==> src/rtl/sa_cache.sv <==
// sa_cache: two-way set-associative, write-back, write-allocate data cache with per-set LRU.
// Hit/miss statistics counters are built only when CACHE_STATS_EN is defined.
module sa_cache #(
    parameter int unsigned ADDR_W = 32,
    parameter int unsigned SETS   = 8
) (
    input  logic              clk,
    input  logic              rst,
    input  logic              cpu_req,
    input  logic              cpu_we,
    input  logic [3:0]        cpu_be,
    input  logic [ADDR_W-1:0] cpu_addr,
    input  logic [31:0]       cpu_wdata,
    output logic [31:0]       cpu_rdata,
    output logic              cpu_ready,
    output logic              mem_req,
    output logic              mem_we,
    output logic [ADDR_W-1:0] mem_addr,
    output logic [31:0]       mem_wdata,
    input  logic [31:0]       mem_rdata,
    input  logic              mem_ack,
    output logic [31:0]       hit_count,
    output logic [31:0]       miss_count
);
    localparam int unsigned IDX_W  = $clog2(SETS);
    localparam int unsigned TAG_W  = ADDR_W - IDX_W - 2;
    localparam int unsigned WORD_W = ADDR_W - 2;
    localparam int unsigned DATA_W = 32;

    typedef enum logic [1:0] {
        IDLE,
        WRITEBACK,
        REFILL,
        RESPOND
    } state_t;

    state_t state_q, state_nxt;

    logic [TAG_W-1:0]  tag_mem  [2][SETS];
    logic [DATA_W-1:0] data_mem [2][SETS];
    logic [1:0]        valid_q  [SETS];
    logic [1:0]        dirty_q  [SETS];
    logic [SETS-1:0]   lru_q;

    // Accepted request, held so the access completes even if cpu_req drops
    logic [WORD_W-1:0] req_word_q;
    logic              req_we_q;
    logic [3:0]        req_be_q;
    logic [DATA_W-1:0] req_wdata_q;
    logic              way_q;

    logic [IDX_W-1:0]  look_idx;
    logic [TAG_W-1:0]  look_tag;
    logic [IDX_W-1:0]  req_idx;
    logic [TAG_W-1:0]  req_tag;
    logic              hit0, hit1, hit, victim, victim_dirty;
    logic [DATA_W-1:0] merged;

    logic              accept, hit_ev, miss_ev, wb_done, fill, commit;
    logic              cpu_ready_nxt, mem_req_nxt, mem_we_nxt;
    logic [DATA_W-1:0] cpu_rdata_nxt, mem_wdata_nxt;
    logic [ADDR_W-1:0] mem_addr_nxt;

    logic addr_lsb_unused;
    assign addr_lsb_unused = ^cpu_addr[1:0];

    assign look_idx = cpu_addr[IDX_W+1:2];
    assign look_tag = cpu_addr[ADDR_W-1:IDX_W+2];
    assign req_idx  = req_word_q[IDX_W-1:0];
    assign req_tag  = req_word_q[WORD_W-1:IDX_W];

    // Tag compare and victim choice: first invalid way (way0 first), else LRU way
    always_comb begin
        hit0 = valid_q[look_idx][0] && (tag_mem[0][look_idx] == look_tag);
        hit1 = valid_q[look_idx][1] && (tag_mem[1][look_idx] == look_tag);
        hit  = hit0 || hit1;
        if (!valid_q[look_idx][0]) begin
            victim = 1'b0;
        end else if (!valid_q[look_idx][1]) begin
            victim = 1'b1;
        end else begin
            victim = lru_q[look_idx];
        end
        victim_dirty = valid_q[look_idx][victim] && dirty_q[look_idx][victim];
    end

    always_comb begin
        merged = data_mem[way_q][req_idx];
        for (int i = 0; i < 4; i++) begin
            if (req_be_q[i]) begin
                merged[8*i +: 8] = req_wdata_q[8*i +: 8];
            end
        end
    end

    // Next-state and next-output logic
    always_comb begin
        state_nxt     = state_q;
        cpu_ready_nxt = 1'b0;
        cpu_rdata_nxt = cpu_rdata;
        mem_req_nxt   = mem_req;
        mem_we_nxt    = mem_we;
        mem_addr_nxt  = mem_addr;
        mem_wdata_nxt = mem_wdata;
        accept        = 1'b0;
        hit_ev        = 1'b0;
        miss_ev       = 1'b0;
        wb_done       = 1'b0;
        fill          = 1'b0;
        commit        = 1'b0;
        case (state_q)
            IDLE: begin
                if (cpu_req) begin
                    accept = 1'b1;
                    if (hit) begin
                        hit_ev        = 1'b1;
                        state_nxt     = RESPOND;
                        cpu_ready_nxt = 1'b1;
                        cpu_rdata_nxt = data_mem[hit1][look_idx];
                    end else begin
                        miss_ev     = 1'b1;
                        mem_req_nxt = 1'b1;
                        if (victim_dirty) begin
                            state_nxt     = WRITEBACK;
                            mem_we_nxt    = 1'b1;
                            mem_addr_nxt  = {tag_mem[victim][look_idx], look_idx, 2'b00};
                            mem_wdata_nxt = data_mem[victim][look_idx];
                        end else begin
                            state_nxt    = REFILL;
                            mem_we_nxt   = 1'b0;
                            mem_addr_nxt = {cpu_addr[ADDR_W-1:2], 2'b00};
                        end
                    end
                end
            end
            WRITEBACK: begin
                if (mem_ack) begin
                    wb_done      = 1'b1;
                    state_nxt    = REFILL;
                    mem_we_nxt   = 1'b0;
                    mem_addr_nxt = {req_word_q, 2'b00};
                end
            end
            REFILL: begin
                if (mem_ack) begin
                    fill          = 1'b1;
                    state_nxt     = RESPOND;
                    mem_req_nxt   = 1'b0;
                    cpu_ready_nxt = 1'b1;
                    cpu_rdata_nxt = mem_rdata;
                end
            end
            default: begin
                commit    = 1'b1;
                state_nxt = IDLE;
            end
        endcase
    end

    always_ff @(posedge clk or posedge rst) begin
        if (rst) begin
            state_q   <= IDLE;
            cpu_ready <= 1'b0;
            cpu_rdata <= '0;
            mem_req   <= 1'b0;
            mem_we    <= 1'b0;
            mem_addr  <= '0;
            mem_wdata <= '0;
        end else begin
            state_q   <= state_nxt;
            cpu_ready <= cpu_ready_nxt;
            cpu_rdata <= cpu_rdata_nxt;
            mem_req   <= mem_req_nxt;
            mem_we    <= mem_we_nxt;
            mem_addr  <= mem_addr_nxt;
            mem_wdata <= mem_wdata_nxt;
        end
    end

    always_ff @(posedge clk) begin
        if (accept) begin
            req_word_q  <= cpu_addr[ADDR_W-1:2];
            req_we_q    <= cpu_we;
            req_be_q    <= cpu_be;
            req_wdata_q <= cpu_wdata;
            way_q       <= hit ? hit1 : victim;
        end
    end

    // Line status and replacement state; cleared by reset
    always_ff @(posedge clk or posedge rst) begin
        if (rst) begin
            for (int s = 0; s < SETS; s++) begin
                valid_q[s] <= '0;
                dirty_q[s] <= '0;
            end
            lru_q <= '0;
        end else begin
            if (wb_done) begin
                dirty_q[req_idx][way_q] <= 1'b0;
            end
            if (fill) begin
                valid_q[req_idx][way_q] <= 1'b1;
                dirty_q[req_idx][way_q] <= 1'b0;
            end
            if (commit) begin
                lru_q[req_idx] <= ~way_q;
                if (req_we_q && (req_be_q != 4'b0000)) begin
                    dirty_q[req_idx][way_q] <= 1'b1;
                end
            end
        end
    end

    always_ff @(posedge clk) begin
        if (fill) begin
            tag_mem[way_q][req_idx]  <= req_tag;
            data_mem[way_q][req_idx] <= mem_rdata;
        end else if (commit && req_we_q) begin
            data_mem[way_q][req_idx] <= merged;
        end
    end

`ifdef CACHE_STATS_EN
    // Saturating hit/miss counters
    always_ff @(posedge clk or posedge rst) begin
        if (rst) begin
            hit_count  <= '0;
            miss_count <= '0;
        end else begin
            if (hit_ev && (hit_count != 32'hFFFF_FFFF)) begin
                hit_count <= hit_count + 32'd1;
            end
            if (miss_ev && (miss_count != 32'hFFFF_FFFF)) begin
                miss_count <= miss_count + 32'd1;
            end
        end
    end
`else
    logic stats_unused;
    assign stats_unused = hit_ev ^ miss_ev;
    assign hit_count    = '0;
    assign miss_count   = '0;
`endif

endmodule

==> config.mk <==
export PLATFORM = sky130hd
export DESIGN_NAME = sa_cache
export DESIGN_NICKNAME = d
export VERILOG_FILES = /design/src/rtl/sa_cache.sv
export SDC_FILE = /design/constraint.sdc
export NUM_CORES = 2
export LEC_CHECK = 0
export BUFFER_PORTS_ARGS = -buffer_cell sky130_fd_sc_hd__buf_4
export CORE_MARGIN = 1.5
export CORE_UTILIZATION = 56
export DETAILED_ROUTE_END_ITERATION = 12
export GPL_TIMING_DRIVEN = 0
export PLACE_DENSITY = 0.74
export SYNTH_ARGS = -nofsm -noshare
export SYNTH_HDL_FRONTEND = slang
export SYNTH_SLANG_ARGS = --single-unit
export TNS_END_PERCENT = 10
==> constraint.sdc <==
create_clock -name clk -period 4.6 [get_ports clk]
set_input_delay 0.23 -clock clk [delete_from_list [all_inputs] [get_ports clk]]
set_output_delay 0.23 -clock clk [all_outputs]
set_load 0.02 [all_outputs]
==> impl_results.md <==
* Clk Latency, worst-skew pair at 770 ps
* Worst slew pin tran at 1650 ps
* Yosys top cell area share at 0.502
* Inst Count DP at 5234
* CP Max Fanout at 17
* Clock Sinks at 1152
* WL/cell at 41.8 um
* Worst EP arrival at 5170 ps
* Nets at 4131
* Post-Syn Instances at 3532
* DR vias at 42.4k
* Final std cells w/o fill at 5537
* Setup slack after layout at -130 ps
* Ratio of cells with drive above 1 in the final layout at 0.405
* Chip height at 332 um
* Yosys cell types at 77
* Fill count at 7370
* Initial antenna violation count at 12
* Worst-path cell chain: clkbuf_1, clkdlybuf4s15_1, clkbuf_1, nor3_1, nand2_1, nor2_4, buf_12
* Worst hold path type: in2reg
* Pre-CTS setup slack at -1310 ps
* CP Launch Type: flop
* Final period util at 1.03
* Max_slew headroom at -0.0980
* Post-Synth Adder-Cell Area at 0.00103
* H-tree levels at 3
* DRT Wirelength at 232 mm
* Post-route ant nets at 0
* Hold slack at 44.1 ps
* YS warnings at 0
* Hpwl dp at 155 mm
* Drt first-iter violations at 8480
* Register clock-pin slew on the reported worst setup and hold paths at 70 ps
* Crit end category: flop
* Cell area power density at 515 mW/mm2
* Total gr overflow at 0
* Clock Skew at 65.0 ps
* Post-Syn Area at 0.0605 mm2
* Global placer's final weighted congestion at 1.02
* Synth-to-Final Area Change at 15.5%
* Max clock buf depth at 3
* Most frequent CP cell: clkbuf_1
* Seq/Total Area, Yosys at 0.560
* Max Fclk at 0.211 GHz
* Synth area leader: edfxtp_1
* FF+latch count, synth at 1152
* Crit Path Class: reg2reg
* First-pass GRT wire length at 318 mm
* Largest stage delay, worst path at 880 ps
* Die Wd at 332 um
* Post-synth top cells: edfxtp_1, mux4_2, mux2_2
* Overall Global Routing Usage at 0.417
* Final setup viols at 206
* Largest net degree at the start of global routing at 80
* Top post-synthesis cells by area: edfxtp_1, mux4_2, mux2_2
* Peak VDD IR at 0.423 mV
* Top FF cell, synth: edfxtp_1
* Drt via density at 7.66
* # IOs at 268
* Core Rows at 120
* CP max-delay cell: clkdlybuf4s15_1
* CTS tree: yes
* Max-slew violation count at 43
* TritonCTS buffer count at 118
* Largest family of logic cells by synthesized area: multiplexers
* Drt drc at 0
* First-pass DRT Iterations at 6
* Complex-gate fraction of the synthesized area at 0.0483
* Multiplexer share of the synthesized area at 0.324
* Number of global-route vias before repair at 41.8k
* Min Tclk post-route at 4730 ps
* Worst EP required at 5040 ps
* Failing checks: max-capacitance violations, max-slew violations, negative setup slack
* RSZ-0062 raised after global routing: true
* Post-synthesis area per instance at 17.1 um2
* Most frequent cell after synthesis: edfxtp_1
* Simple-gate share of the synthesized area at 0.0282
* Total of max-cap violations at 4
* Starting Density at 0.565
* Buffers added on ports at 167
* Hold Violations, Final at 0
* Root buf cell: clkbuf_16
* Core Region at 0.107 mm2
* Die Footprint at 0.110 mm2
* CP bufs+invs at 4
* Post-layout util at 0.653
* Synth Area in XOR/XNOR at 0.00492
* Status: finished, violations left
* Delay-heaviest family, CP: buffers and inverters
* Async set-reset flop share out of synthesis at 0.121
* Number of synthesized flops with an enable pin at 1012
* P_leak at 24.5 nW
==> placed cells by master, fill, tap and decap left out, types with 16 or more instances in the layout <==
master / instances
mux2_2: 361
o221ai_1: 25
a21oi_1: 56
clkinv_2: 34
nor2_4: 24
a22oi_1: 26
xor2_1: 26
nor2b_1: 16
clkbuf_1: 141
clkbuf_16: 118
buf_4: 265
conb_1: 66
o21ai_0: 58
or2_2: 20
nor2_1: 101
buf_6: 42
mux2i_1: 248
dfrtp_1: 139
clkbuf_2: 31
mux4_2: 546
o31ai_1: 17
o221a_1: 26
a21o_1: 21
edfxtp_1: 1012
mux2_4: 46
buf_12: 21
buf_1: 49
buf_2: 65
nand2_1: 57
inv_1: 18
a32o_1: 21
o22ai_1: 49
a22o_1: 28
dlygate4sd3_1: 69
nand4_1: 21
==> registers in the layout (all words and copies together), names as in the netlist, named ones only <==
name	flops
dirty_q	16
way_q	1
cpu_rdata	32
data_mem	512
state_q	2
req_be_q	4
lru_q	8
req_word_q	30
cpu_ready	1
req_we_q	1
valid_q	16
mem_addr	30
mem_we	1
tag_mem	432
mem_wdata	32
req_wdata_q	32
mem_req	1
==> cell type report <==
type	count	area [um2]	share of cell area
Tap cell	1403	1760	0.0251
Multi-Input combinational cell	2047	25100	0.359
Clock inverter	70	714	0.0102
Antenna cell	8	20.0	0.000286
Inverter	21	88.8	0.00127
Timing Repair Buffer	306	3070	0.0439
Clock buffer	155	3220	0.0461
Buffer	375	2030	0.0290
Sequential cell	1152	33900	0.485
==> worst min-delay path, stage by stage <==
cell and delay, ps:
buf_4 160, nand2_1 130, nor2_1 60, o22a_1 170
==> where the power goes <==
group | leakage, nW | switching, mW | internal, mW
clock network | 1.94 | 4.38 | 5.48
logic | 11.7 | 7.62 | 5.13
registers | 10.8 | 0.772 | 12.6
==> through the flow <==
stage	instance area, um2	TNS (ps)	power, mW
after CTS	69800	0	35.4
after global routing	69900	-2070	36.5
after global placement	63800	-3258500	25.4
after floorplan	60800	0	20.8
after detailed placement	65100	-343690	25.7
final	69900	-9640	36.0
==> what timing repair did <==
action                                 in CTS  in global routing
endpoints found under the hold margin     149                  0
pin swaps                                   1                  1
setup endpoints to repair                 719                272
hold buffers                               69                  0
resized for setup                          39                 21
setup buffers                               0                  3
==> final timing paths <==
check | startpoint | end | slack [ps] | cells after the start
setup / recovery | req_word_q[1] | data_mem[1][226] | -130 | 7
hold / removal | cpu_req | mem_req | 40 | 4
setup reg to reg | req_word_q[1] | data_mem[1][226] | -130 | 7
hold reg to reg | valid_q[10] | valid_q[10] | 470 | 1
max in group asynchronous | rst | mem_wdata[12] | 3500 | 4
min in group asynchronous | rst | mem_addr[12] | 120 | 3
==> kinds of logic after synthesis <==
logic type | Yosys count
muxes | 1206
xor gates and xnor gates | 34
buffers and inverters | 398
AOI/OAI and AO/OA | 399
DFF | 1152
and+or+nand+nor | 337
adders and majority gates | 5
other | 1
==> per-layer routing <==
metal	vias up	track usage	wire length, um
met1	21300	0.516	73400
met2	4469	0.613	101000
met5	-	0	60
met4	10	0.299	20400
li1	15600	-	-
met3	1114	0.149	36900
Power figures use the tool's default switching activity.
